<file path="src/rtl/channel_deinterleave_12_pkg.sv">
// Shared constants and helpers for the 12-channel deinterleaver and its
// frame/pixel position counter.
package channel_deinterleave_12_pkg;

    localparam int unsigned NUM_CH         = 12;
    localparam int unsigned CH_W           = 4;
    localparam int unsigned DEF_IMG_WIDTH  = 3;
    localparam int unsigned DEF_IMG_HEIGHT = 3;
    localparam int unsigned FRAME_PIX      = DEF_IMG_WIDTH * DEF_IMG_HEIGHT;

    typedef logic [CH_W-1:0] ch_cnt_t;

    // Ceiling log2, never below 1 so a one-pixel frame still gets a counter bit.
    function automatic int unsigned clog2(input int unsigned n);
        int unsigned r;
        r = 0;
        for (int unsigned i = 0; i < 32; i++) begin
            if ((64'(1) << i) < 64'(n)) r = i + 1;
        end
        return (r == 0) ? 1 : r;
    endfunction

endpackage

</file>
<file path="src/rtl/channel_deinterleave_12_if.sv">
// Serial channel-word input plus 12-wide pixel output bundle.
interface channel_deinterleave_12_if #(
    parameter int unsigned Datawidth = 32
);
    logic                 valid_in;
    logic                 sof;
    logic [Datawidth-1:0] In;
    logic [Datawidth-1:0] Out_0;
    logic [Datawidth-1:0] Out_1;
    logic [Datawidth-1:0] Out_2;
    logic [Datawidth-1:0] Out_3;
    logic [Datawidth-1:0] Out_4;
    logic [Datawidth-1:0] Out_5;
    logic [Datawidth-1:0] Out_6;
    logic [Datawidth-1:0] Out_7;
    logic [Datawidth-1:0] Out_8;
    logic [Datawidth-1:0] Out_9;
    logic [Datawidth-1:0] Out_10;
    logic [Datawidth-1:0] Out_11;
    logic                 valid_out;
    logic                 frame_done;
    logic                 sync_err;

    modport master (
        output valid_in, sof, In,
        input  Out_0, Out_1, Out_2, Out_3, Out_4, Out_5,
               Out_6, Out_7, Out_8, Out_9, Out_10, Out_11,
               valid_out, frame_done, sync_err
    );

    modport slave (
        input  valid_in, sof, In,
        output Out_0, Out_1, Out_2, Out_3, Out_4, Out_5,
               Out_6, Out_7, Out_8, Out_9, Out_10, Out_11,
               valid_out, frame_done, sync_err
    );
endinterface

</file>
<file path="src/rtl/channel_deinterleave_12_frame_pixel_counter.sv">
// Channel/pixel position tracker with sof restart and frame sync error pulse;
// shared between the deinterleaver and the matching serializer.
module frame_pixel_counter
    import channel_deinterleave_12_pkg::*;
#(
    parameter int unsigned FRAME_SIZE = FRAME_PIX,
    parameter int unsigned PIX_W      = clog2(FRAME_PIX)
) (
    input  logic             clk,
    input  logic             rst,
    input  logic             valid,
    input  logic             sof,
    output ch_cnt_t          ch_cnt,
    output logic [PIX_W-1:0] pix_cnt,
    output logic             group_last,
    output logic             frame_last,
    output logic             sync_err
);

    // sof always wins over completion, even on the 12th word of a pixel.
    always_comb begin
        group_last = valid && !sof && (ch_cnt == CH_W'(NUM_CH - 1));
        frame_last = group_last && (pix_cnt == PIX_W'(FRAME_SIZE - 1));
    end

    always_ff @(posedge clk) begin
        if (rst) begin
            ch_cnt   <= '0;
            pix_cnt  <= '0;
            sync_err <= 1'b0;
        end else begin
            sync_err <= 1'b0;
            if (valid) begin
                if (sof) begin
                    sync_err <= (ch_cnt != '0) || (pix_cnt != '0);
                    ch_cnt   <= CH_W'(1);
                    pix_cnt  <= '0;
                end else if (group_last) begin
                    ch_cnt  <= '0;
                    pix_cnt <= frame_last ? '0 : pix_cnt + PIX_W'(1);
                end else begin
                    ch_cnt <= ch_cnt + CH_W'(1);
                end
            end
        end
    end

endmodule

</file>
<file path="src/rtl/channel_deinterleave_12.sv">
// Collects 12 serial channel words per pixel into a shadow file and presents
// the completed pixel on 12 parallel output registers with a valid pulse.
module channel_deinterleave_12
    import channel_deinterleave_12_pkg::*;
#(
    parameter int unsigned IMG_Width  = DEF_IMG_WIDTH,
    parameter int unsigned IMG_Height = DEF_IMG_HEIGHT,
    parameter int unsigned Datawidth  = 32
) (
    input logic                      clk,
    input logic                      rst,
    channel_deinterleave_12_if.slave bus
);

    localparam int unsigned FRAME_SIZE = IMG_Width * IMG_Height;
    localparam int unsigned PIX_W      = clog2(FRAME_SIZE);

    ch_cnt_t              ch_cnt;
    logic [PIX_W-1:0]     pix_cnt;
    logic                 group_last;
    logic                 frame_last;
    logic [Datawidth-1:0] shadow [NUM_CH-1];
    logic [Datawidth-1:0] out_q  [NUM_CH];
    logic                 valid_q;
    logic                 done_q;

    frame_pixel_counter #(
        .FRAME_SIZE (FRAME_SIZE),
        .PIX_W      (PIX_W)
    ) u_counter (
        .clk        (clk),
        .rst        (rst),
        .valid      (bus.valid_in),
        .sof        (bus.sof),
        .ch_cnt     (ch_cnt),
        .pix_cnt    (pix_cnt),
        .group_last (group_last),
        .frame_last (frame_last),
        .sync_err   (bus.sync_err)
    );

    // Last word bypasses the shadow file straight into Out_11.
    always_ff @(posedge clk) begin
        if (rst) begin
            for (int unsigned k = 0; k < NUM_CH - 1; k++) shadow[k] <= '0;
            for (int unsigned k = 0; k < NUM_CH; k++) out_q[k] <= '0;
            valid_q <= 1'b0;
            done_q  <= 1'b0;
        end else begin
            valid_q <= 1'b0;
            done_q  <= 1'b0;
            if (bus.valid_in) begin
                if (bus.sof) begin
                    shadow[0] <= bus.In;
                end else if (group_last) begin
                    for (int unsigned k = 0; k < NUM_CH - 1; k++) out_q[k] <= shadow[k];
                    out_q[NUM_CH-1] <= bus.In;
                    valid_q <= 1'b1;
                    done_q  <= frame_last;
                end else begin
                    shadow[ch_cnt] <= bus.In;
                end
            end
        end
    end

    assign bus.valid_out  = valid_q;
    assign bus.frame_done = done_q;
    assign bus.Out_0      = out_q[0];
    assign bus.Out_1      = out_q[1];
    assign bus.Out_2      = out_q[2];
    assign bus.Out_3      = out_q[3];
    assign bus.Out_4      = out_q[4];
    assign bus.Out_5      = out_q[5];
    assign bus.Out_6      = out_q[6];
    assign bus.Out_7      = out_q[7];
    assign bus.Out_8      = out_q[8];
    assign bus.Out_9      = out_q[9];
    assign bus.Out_10     = out_q[10];
    assign bus.Out_11     = out_q[11];

endmodule
</file>
<file path="src/flat_wrapper.sv">
// flat-port wrapper written by rule: the top's interface ports become plain ports
module channel_deinterleave_12_flat import channel_deinterleave_12_pkg::*;
#(
    parameter int unsigned IMG_Width  = DEF_IMG_WIDTH,
    parameter int unsigned IMG_Height = DEF_IMG_HEIGHT,
    parameter int unsigned Datawidth  = 32
)
  (clk, rst, bus_valid_in, bus_sof, bus_In, bus_Out_0, bus_Out_1, bus_Out_2, bus_Out_3, bus_Out_4, bus_Out_5, bus_Out_6, bus_Out_7, bus_Out_8, bus_Out_9, bus_Out_10, bus_Out_11, bus_valid_out, bus_frame_done, bus_sync_err);
  channel_deinterleave_12_if #(.Datawidth(Datawidth)) bus_i ();
  input logic clk;
  input logic rst;
  input wire logic [$bits(bus_i.valid_in)-1:0] bus_valid_in;
  input wire logic [$bits(bus_i.sof)-1:0] bus_sof;
  input wire logic [$bits(bus_i.In)-1:0] bus_In;
  output wire logic [$bits(bus_i.Out_0)-1:0] bus_Out_0;
  output wire logic [$bits(bus_i.Out_1)-1:0] bus_Out_1;
  output wire logic [$bits(bus_i.Out_2)-1:0] bus_Out_2;
  output wire logic [$bits(bus_i.Out_3)-1:0] bus_Out_3;
  output wire logic [$bits(bus_i.Out_4)-1:0] bus_Out_4;
  output wire logic [$bits(bus_i.Out_5)-1:0] bus_Out_5;
  output wire logic [$bits(bus_i.Out_6)-1:0] bus_Out_6;
  output wire logic [$bits(bus_i.Out_7)-1:0] bus_Out_7;
  output wire logic [$bits(bus_i.Out_8)-1:0] bus_Out_8;
  output wire logic [$bits(bus_i.Out_9)-1:0] bus_Out_9;
  output wire logic [$bits(bus_i.Out_10)-1:0] bus_Out_10;
  output wire logic [$bits(bus_i.Out_11)-1:0] bus_Out_11;
  output wire logic [$bits(bus_i.valid_out)-1:0] bus_valid_out;
  output wire logic [$bits(bus_i.frame_done)-1:0] bus_frame_done;
  output wire logic [$bits(bus_i.sync_err)-1:0] bus_sync_err;
  assign bus_i.valid_in = bus_valid_in;
  assign bus_i.sof = bus_sof;
  assign bus_i.In = bus_In;
  assign bus_Out_0 = bus_i.Out_0;
  assign bus_Out_1 = bus_i.Out_1;
  assign bus_Out_2 = bus_i.Out_2;
  assign bus_Out_3 = bus_i.Out_3;
  assign bus_Out_4 = bus_i.Out_4;
  assign bus_Out_5 = bus_i.Out_5;
  assign bus_Out_6 = bus_i.Out_6;
  assign bus_Out_7 = bus_i.Out_7;
  assign bus_Out_8 = bus_i.Out_8;
  assign bus_Out_9 = bus_i.Out_9;
  assign bus_Out_10 = bus_i.Out_10;
  assign bus_Out_11 = bus_i.Out_11;
  assign bus_valid_out = bus_i.valid_out;
  assign bus_frame_done = bus_i.frame_done;
  assign bus_sync_err = bus_i.sync_err;
  channel_deinterleave_12 #(.IMG_Width(IMG_Width), .IMG_Height(IMG_Height), .Datawidth(Datawidth)) u_core (.clk(clk), .rst(rst), .bus(bus_i));
endmodule
</file>
<file path="config.mk">
export PLATFORM = sky130hd
export DESIGN_NAME = channel_deinterleave_12_flat
export DESIGN_NICKNAME = d
export VERILOG_FILES = /design/src/rtl/channel_deinterleave_12_pkg.sv /design/src/rtl/channel_deinterleave_12_if.sv /design/src/rtl/channel_deinterleave_12_frame_pixel_counter.sv /design/src/rtl/channel_deinterleave_12.sv /design/src/flat_wrapper.sv
export SDC_FILE = /design/constraint.sdc
export NUM_CORES = 1
export LEC_CHECK = 0
export ABC_CLOCK_PERIOD_IN_PS = 19420
export CAP_MARGIN = 20
export CORE_MARGIN = 5
export CORE_UTILIZATION = 48
export DETAILED_ROUTE_END_ITERATION = 10
export GPL_TIMING_DRIVEN = 0
export HOLD_SLACK_MARGIN = 0.06
export PLACE_DENSITY = 0.75
export SYNTH_ARGS = -nofsm -noshare
export SYNTH_HDL_FRONTEND = slang
export SYNTH_SLANG_ARGS = --single-unit
</file>
<file path="constraint.sdc">
create_clock -name clk -period 19.42 [get_ports clk]
set_input_delay 1.942 -clock clk [delete_from_list [all_inputs] [get_ports clk]]
set_output_delay 1.942 -clock clk [all_outputs]
set_load 0.01 [all_outputs]
</file>
==> reports/metrics.yaml <==
die:
  die_y_um: 250
  core-area_um2: 56700
  io_pins: 423
  die_area_um2: 62400
  fp.dieW_um: 250
  num_rows: 87
  initial_utilization_pct: 48.6
worst_setup_path:
  cp_slowest_cell: "or2_2"
  max_stage_delay_ps: 780
  critPathLaunchType: "primary input"
  cp_cell_sequence: "clkdlybuf4s50_1, nand2b_4, or4b_1, nor2_1, or2_2"
  critPathKind: "in -> reg"
  critPathCaptureType: "register"
  critPathArrivalTime_ps: 4830
  required_ps: 19640
  crit_fanout: 32
clocking:
  cts_max_path_buffers: 3
  hold_buffers: 0
  cts_max_level: 3
  cts.repair.resized: 0
  cts_setup_buffers: 0
  clk_pin_slew_ps: 60
  cts_buffers: 76
  tritoncts: "yes"
  clkSinkCount: 747
  root_buffer: "clkbuf_16"
  clock_latency_ps: 600
grt:
  antenna_found_initial: 4
  grt_pass1_vias: 15700
  grt_max_degree: 39
  grt-ovfl-total: 0
  grt_util_all_layers_pct: 21.6
  grt_pass1_wl_um: 100000
placement:
  port_buffers: 421
  gp_congestion: 0.798
  hpwl_um: 48700
timing:
  max_freq_ghz: 0.217
  rsz0062_at_grt: "false"
  setup_tns_ps: 0
  relSlewSlack_pct: 31.2
  clock_skew_ps: 10.8
  hold_viol: 0
  drv_slew: 0
  period_needed_ps: 4610
  setup_viol: 0
  period_share_pct: 23.8
  worst_pin_slew_ps: 1030
  hold_slack_ps: 484
yosys:
  synthesis.area_um2: 27600
  synth_area_per_cell_um2: 15.8
  netlist_instances: 1747
  yosysWarnings: 0
  ys_types: 41
  syn_nets: 1787
  yosysSeqAreaShare_pct: 79.7
  ys_seq_elements: 747
power_and_ir_drop:
  total_leakage_power_nw: 13.5
  vdd_drop_max_mv: 0.0736
  pwr_density_cell_nw_per_um2: 98.5
final_layout:
  nFillCells: 3971
  area_growth_pct: 29.4
  multi_input_area_um2: 4940
  regArea_um2: 22000
  fin_nets: 2301
  drive_above_1_share_pct: 7.68
drt:
  drt_iter0_drc: 1229
  routedWlPerCell_um: 22.4
  drtAntennaViolNets: 0
  drt-pass1-iter-count: 5
  wirelength_um: 68900
  vias: 15400
  routed_via_density: 5.01
  drc: 0
run_status:
  status: "finished, final reports clean"
hold_path:
  hp-class: "reg -> reg"
run:
  drv_cap: 0
==> power by group <==
part	internal, W	total (W)	leakage (nW)	switching [W]
combinational	0.0000685	0.000165	4.63	0.0000962
clock	0.000920	0.00152	1.26	0.000596
sequential	0.00182	0.00184	7.60	0.0000184
total	0.00281	0.00352	13.5	0.000710
==> flip-flops by register name (all words and copies together), names as in the netlist <==
register and count:
u_core.u_counter.pix_cnt 4, u_core.shadow 352, u_core.bus.frame_done 1, u_core.u_counter.sync_err 1
u_core.u_counter.ch_cnt 4, u_core.bus.valid_out 1, u_core.out_q 384
==> area by class of cell <==
class                      instances  area share [%]
antenna                            2          0.0140
buffer                            88            1.17
clock buffer                      91            5.69
clock inverter                    44            1.60
inverter                          71           0.746
multi-input combinational        841            13.8
sequential                       747            61.6
tap                              756            2.65
timing repair buffer             436            12.7
==> logic make-up after synthesis <==
| logic type | synth area share [%] |
|---|---|
| buffers and inverters | 2.48 |
| AND/OR/NAND/NOR | 16.5 |
| AO/OA/AOI/OAI | 1.02 |
| flip-flops | 79.7 |
| adder cells (fa/ha/maj) | 0.181 |
| multiplexers | 0.0363 |
| XOR/XNOR | 0.0635 |
==> cells in the mapped netlist <==
| cell | number | area (um^2) |
|---|---|---|
| edfxtp_1 | 704 | 21100 |
| nor2b_1 | 33 | 206 |
| a21oi_1 | 9 | 45.0 |
| or4b_1 | 1 | 10.0 |
| nor4b_2 | 1 | 15.0 |
| a21o_1 | 1 | 7.51 |
| clkbuf_2 | 16 | 80.1 |
| or4_1 | 1 | 7.51 |
| and2_1 | 512 | 3200 |
| nor4_4 | 1 | 21.3 |
| a31oi_1 | 1 | 6.26 |
| o21ba_2 | 1 | 10.0 |
| nand3b_1 | 1 | 7.51 |
| and4b_1 | 1 | 10.0 |
| o21ai_0 | 28 | 140 |
| mux2i_1 | 1 | 10.0 |
| nand2_1 | 37 | 139 |
| nand2b_1 | 36 | 225 |
| o21ai_1 | 7 | 35.0 |
| nand3_1 | 34 | 170 |
| nor3_2 | 1 | 10.0 |
| nor3_1 | 2 | 10.0 |
| buf_2 | 8 | 40.0 |
| or2_2 | 7 | 43.8 |
| nor2_1 | 106 | 398 |
| or3b_4 | 1 | 11.3 |
| or2_1 | 1 | 6.26 |
| and3b_1 | 1 | 8.76 |
| dfxtp_1 | 43 | 861 |
| clkbuf_1 | 55 | 206 |
| or4b_2 | 1 | 10.0 |
| and3_1 | 1 | 6.26 |
| buf_6 | 6 | 67.6 |
| nand2b_4 | 1 | 13.8 |
| nand4_1 | 2 | 12.5 |
| o21bai_1 | 3 | 22.5 |
| a211oi_1 | 2 | 15.0 |
| buf_4 | 3 | 22.5 |
| xor2_1 | 2 | 17.5 |
| inv_1 | 71 | 267 |
| ha_1 | 4 | 50.1 |
==> critical path: cells and delay by family <==
family                 cells  cell delay [ps]
AND/OR/NAND/NOR            4             2180
buffers and inverters      1              660
==> stage by stage <==
stage / power, W / util, % / worst slack (ps) / std cells / area [um^2]
finish: 0.00352 / 63.0 / 14810 / 3076 / 35700
global route: 0.00362 / 62.9 / 14720 / 3074 / 35700
CTS: 0.00354 / 62.9 / 14840 / 3074 / 35700
detailed placement: 0.00204 / 58.4 / 14170 / 2939 / 33100
global placement: 0.00204 / 57.8 / 2330 / 2924 / 32800
floorplan: 0.00193 / - / 6760 / 1747 / 27600
==> cell usage in the layout (no fill, tap or decap), types with 2 or more instances in the layout <==
cell / instances
clkinv_2: 7
nor2b_1: 33
bufinv_16: 13
diode_2: 2
clkinvlp_4: 3
a211oi_1: 2
ha_1: 4
inv_1: 71
clkdlybuf4s50_1: 421
dfxtp_1: 43
nand2b_1: 34
buf_12: 14
nand2_1: 37
nor3_1: 2
nand4_1: 2
buf_2: 8
clkbuf_1: 65
nand2b_2: 2
xor2_1: 2
a21oi_1: 9
clkbuf_2: 16
clkbuf_16: 78
clkinv_1: 14
nor2_1: 106
buf_6: 6
clkbuf_8: 3
o21ai_0: 28
inv_6: 4
nand3_1: 34
buf_4: 3
o21ai_1: 7
edfxtp_1: 704
o21bai_4: 3
and2_1: 512
or2_2: 7
==> layer usage <==
layer / GRT usage (%) / wire, um / vias to the layer above
li1: - / - / 7063
met1: 27.0 / 26600 / 7612
met2: 36.9 / 34500 / 623
met3: 5.78 / 5760 / 121
met4: 7.40 / 2020 / 6
met5: 0 / 42 / -
==> final timing paths <==
check / cells past startpoint / from / slack [ps] / end
min: 2 / u_core.shadow[10][24] / 480 / u_core.shadow[10][24]
min reg2reg: 2 / u_core.shadow[10][24] / 480 / u_core.shadow[10][24]
max reg2reg: 9 / u_core.u_counter.ch_cnt[0] / 16050 / u_core.out_q[2][10]
max: 5 / bus_valid_in / 14810 / u_core.shadow[7][26]
Note: power is estimated with default switching activity, not from simulation.
==> variant 1 (same settings) <==
Change the package constant `CH_W` from 4 to 6.
--- a/src/rtl/channel_deinterleave_12_pkg.sv
+++ b/src/rtl/channel_deinterleave_12_pkg.sv
@@ -3,7 +3,7 @@
 package channel_deinterleave_12_pkg;
 
     localparam int unsigned NUM_CH         = 12;
-    localparam int unsigned CH_W           = 4;
+    localparam int unsigned CH_W           = 6;
     localparam int unsigned DEF_IMG_WIDTH  = 3;
     localparam int unsigned DEF_IMG_HEIGHT = 3;
     localparam int unsigned FRAME_PIX      = DEF_IMG_WIDTH * DEF_IMG_HEIGHT;
Function: no difference found for any inputs over 4 cycles, from zero or initial values and one cycle with rst high; that may be too few to reach the edited logic, so the function may still have changed.
==> variant 1 against the original RTL <==
Hold slack improved by 5.3 ps. Final area grew 0.79%. Worst setup slack got worse by 1200 ps. Total power shrank 2.1%. Routed wire length increased by 8.6%. Fmax decreased by 21%. Sequential cell count up 2. Clock power is 6% lower. Area after synthesis rose by 2.2%. Combinational power grew 7%.
==> variant 1: results (changes against the original RTL) <==
Clock Skew 21.0 ps (+10.2 ps); largest net degree at the start of global routing 71 (+82%); post-route insts no fill 3098 (+0.72%); Synth cell types 43 (+4.9%); # clk buffers 101 (+11%); final core utilization 62.1% (-0.82 points); worst reg2reg setup slack 15770 ps (-280 ps); Tot GR Track Use 23.0% (+1.3 points); register area share after synthesis 78.2% (-1.6 points); non-clk buf share 14.1% (+0.25 points); VDD IR max 77.5 uV (+5.4%); Place WS 12940 ps (-1230 ps); post-placement cell area 33500 um^2 (+1.3%); wirelength, routed 74900 um (+8.6%); Slowest cell on crit path or2_4; Nets 2312 (+0.48%); Fin Hold WS 489 ps (+5.33 ps); hpwl dp 51900 um (+6.6%); Worst Tran Pin Value 1100 ps (+68.1 ps); Arr. time, crit path 6080 ps (+1250 ps); syn nets 1804 (+0.95%); outcome complete, no violations; layout cells sized above 1 7.90% (+0.22 points); Critical Path Fanout Max 70 (+120%); average cell area after synthesis 16.0 um^2 (+1.2%); Pleak 14.5 nW (+7.3%); top cells by count, synth edfxtp_1, and3_1, and2_1, clkbuf_1, nor2b_1; CORE AREA 57900 um^2 (+2.1%); initial antenna violation count 9 (+5); #FFs+latches synth 749 (+0.27%); fmax 172 MHz (-21%); Register Area 22000 um^2 (+0.18%); comb_multi_in 855 (+1.7%); bufs w/o clock 584 (+11%); fill cell total of the finished layout 4193 (+5.6%); antenna cells 3 (+1); vias per cell 5.24 (+4.5%); cell count after placement 2958 (+0.65%); number of global-route vias before repair 16.3k (+3.8%); area of the multi-input gates 5460 um^2 (+11%); port bufs 422 (+0.24%)
variant 1: changes by cell type in the layout (fill, tap and decap cells not counted), sizes merged, moves of 32 or more:
cell    delta
nand3     -32
nor2      -62
and2     -192
inv       -68
and3     +320
clkbuf    +47
nor2b     +35
variant 1: kinds of logic after synthesis:
kind of cell / count (synthesis) / share of synthesized area (%)
multiplexers: 32 / 1.14
buffers and inverters: 160 / 2.46
flip-flops: 749 / 78.2
AND/OR/NAND/NOR: 797 / 17.5
XOR/XNOR: 2 / 0.0621
adder cells (fa/ha/maj): 4 / 0.178
AO/OA/AOI/OAI: 20 / 0.466
variant 1: worst paths after layout:
| check | from | end | depth (start not counted) |
|---|---|---|---|
| max | rst | u_core.out_q[3][51] | 9 |
| min | u_core.shadow[10][17] | u_core.shadow[10][17] | 2 |
| max reg2reg | u_core.u_counter.ch_cnt[3] | u_core.out_q[3][51] | 9 |
| min reg2reg | u_core.shadow[10][17] | u_core.shadow[10][17] | 2 |
variant 1: routing by layer:
metal / GRT usage (%) / part of all wire [%] / vias to the layer above
li1: - / - / 7409
met1: 28.8 / 38 / 8042
met2: 39.6 / 51 / 669
met3: 5.90 / 8.1 / 115
met4: 7.21 / 2.6 / 2
met5: 0 / 0.017 / -
variant 1: critical path, delay by kind of cell:
kind / cells / cell delay, ps
buffers and inverters: 8 / 3260
and+or+nand+nor: 1 / 740
variant 1: power breakdown:
part / switching [mW] / total [mW] / internal (mW)
registers: 0.0186 / 1.84 / 1.82
logic: 0.108 / 0.177 / 0.0694
clock network: 0.606 / 1.43 / 0.820
total: 0.732 / 3.44 / 2.71
==> variant 2 (config.mk and constraints unchanged) <==
Without the edit above. One comparison of `pix_cnt` changes from == to >=.
--- a/src/rtl/channel_deinterleave_12_frame_pixel_counter.sv
+++ b/src/rtl/channel_deinterleave_12_frame_pixel_counter.sv
@@ -20,7 +20,7 @@
     // sof always wins over completion, even on the 12th word of a pixel.
     always_comb begin
         group_last = valid && !sof && (ch_cnt == CH_W'(NUM_CH - 1));
-        frame_last = group_last && (pix_cnt == PIX_W'(FRAME_SIZE - 1));
+        frame_last = group_last && (pix_cnt >= PIX_W'(FRAME_SIZE - 1));
     end
 
     always_ff @(posedge clk) begin
Function: same outputs for any inputs over 4 cycles, from zero or initial values and one cycle with rst high; that may be too few to reach the edited logic, so the function may still have changed.
==> variant 2 against the original RTL <==
Routed wire length up 6.9%. Total power fell by 1.4%. Clock power is 5% lower. Area after synthesis up 1.3%. Core utilization down 0.41 points. Worst setup slack better by 69 ps. Count of clock-buffer cells in the layout increased by 2. Sequential cell count stayed put. Synthesized cell count shrank 2.1%. Hold slack gained 17 ps. Critical path depth rose by 2. Final area up 1.1%. Largest cell class unchanged. Combinational power grew 12%.
==> variant 2: results (changes against the original RTL) <==
outcome complete, no violations; initial antenna violation count 9 (+5); worst hold endpoint u_core.out_q[4][41]; Num CTS Buffers 75 (-1.3%); routed via count 15.9k (+3.1%); post-placement cell area 33600 um^2 (+1.6%); Arr. time, crit path 4850 ps (+20 ps); Critical Path Fanout Max 17 (-47%); detailed-router iteration count before antenna repair 5 (unchanged); layout cells sized above 1 8.25% (+0.57 points); CP startpoint bus_valid_in; cell count after placement 2918 (-0.71%); syn nets 1750 (-2.1%); Place WS 14320 ps (+147 ps); RR Startpoint u_core.u_counter.ch_cnt[1]; Nets 2270 (-1.3%); reg-to-reg critical path endpoint u_core.shadow[5][7]; min cycle time layout 4540 ps (-68.7 ps); Fin Hold WS 501 ps (+16.8 ps); min-delay src u_core.shadow[9][9]; Synth cell types 40 (-2.4%); first-pass GRT wire length 107000 um (+6.5%); Avg WL per Cell 24.1 um (+7.4%); EDFF count, synth 704 (unchanged); setup bufs post-CTS 0 (unchanged); top cells by count, synth edfxtp_1, and2_1, nor4_1, clkbuf_1, dfxtp_1; hold path cells 1 (-1); clk slew on worst S/H paths 60 ps (about the same); relative slew slack 30.4% (-0.76 points); top flop regs u_core.out_q x384, u_core.shadow x352; VDD IR max 60.0 uV (-18%); vias per cell 5.20 (+3.6%); initial drt markers 1458 (+19%); Max stage delay on crit path 950 ps (+170 ps); Tot GR Track Use 23.0% (+1.3 points); worst reg2reg setup slack 16380 ps (+330 ps); Reg2Reg Depth 5 (-4); Clock Skew 26.6 ps (+15.8 ps); Worst-Skew Late Latency 620 ps (+20 ps); Top FF cell, synth edfxtp_1; Yosys warnings 0 (unchanged); register area share after synthesis 78.8% (-0.99 points); largest net degree at the start of global routing 37 (-5.1%); Root Buffer clkbuf_16; NetSw 0.739 mW (+4.1%); Synth Instances 1710 (-2.1%); hpwl dp 52300 um (+7.4%); Slowest cell on crit path o31ai_4; routability cong. 0.847 (+6.1%); Pleak 13.3 nW (-1.5%); Synth area leaders edfxtp_1, and2_1, dfxtp_1
## variant 2: cell type report
type                            count  area [um^2]
Sequential cell                   747        22000
Fill cell                        4151        21600
Multi-Input combinational cell    811         5380
Timing Repair Buffer              443         4660
Clock buffer                       93         1980
Tap cell                          765          957
Buffer                            112          490
Clock inverter                     45          462
Inverter                           40          150
Antenna cell                        4         10.0
## variant 2: worst max path at each step
stage	end	slack [ps]
5_1_grt	u_core.out_q[0][19]	14760
6_report	u_core.shadow[1][10]	14880
4_1_cts	u_core.out_q[0][19]	14940
2_1_floorplan	u_core.out_q[0][0]	6540
3_3_place_gp	u_core.out_q[1][10]	1950
3_5_place_dp	u_core.shadow[1][10]	14320
## variant 2: critical path, delay by kind of cell
family | cells | cell delay [ps]
buffers and inverters | 5 | 1790
AND/OR/NAND/NOR | 1 | 150
AO/OA/AOI/OAI | 1 | 950
## variant 2: cell families (layout without fill, tap and decap cells)
kind of cell    after synthesis  in the layout  synth area share, %
compound gates               18             18                0.408
flops                       747            747                 78.8
buf+inv                     152            733                 2.29
other cells                   0              4                    0
mux                          32             32                 1.69
xor+xnor                      2              2               0.0627
fa+ha+maj                     4              4                0.179
simple gates                755            755                 16.6
## variant 2: metal layers
layer	up-vias	wire length (um)	track usage, %
met5	-	95	0.902
met4	4	1710	6.64
met3	110	6940	6.52
met2	737	37200	39.2
met1	7873	27700	28.9
li1	7173	-	-
## variant 2: power by group through the flow
stage | Sequential, mW | Combinational [mW] | Clock (mW)
after floorplan | 1.90 | 0.0472 | 0
after global placement | 1.89 | 0.169 | 0
after detailed placement | 1.87 | 0.185 | 0
after CTS | 1.84 | 0.186 | 1.46
after global routing | 1.84 | 0.194 | 1.53
final | 1.84 | 0.184 | 1.44
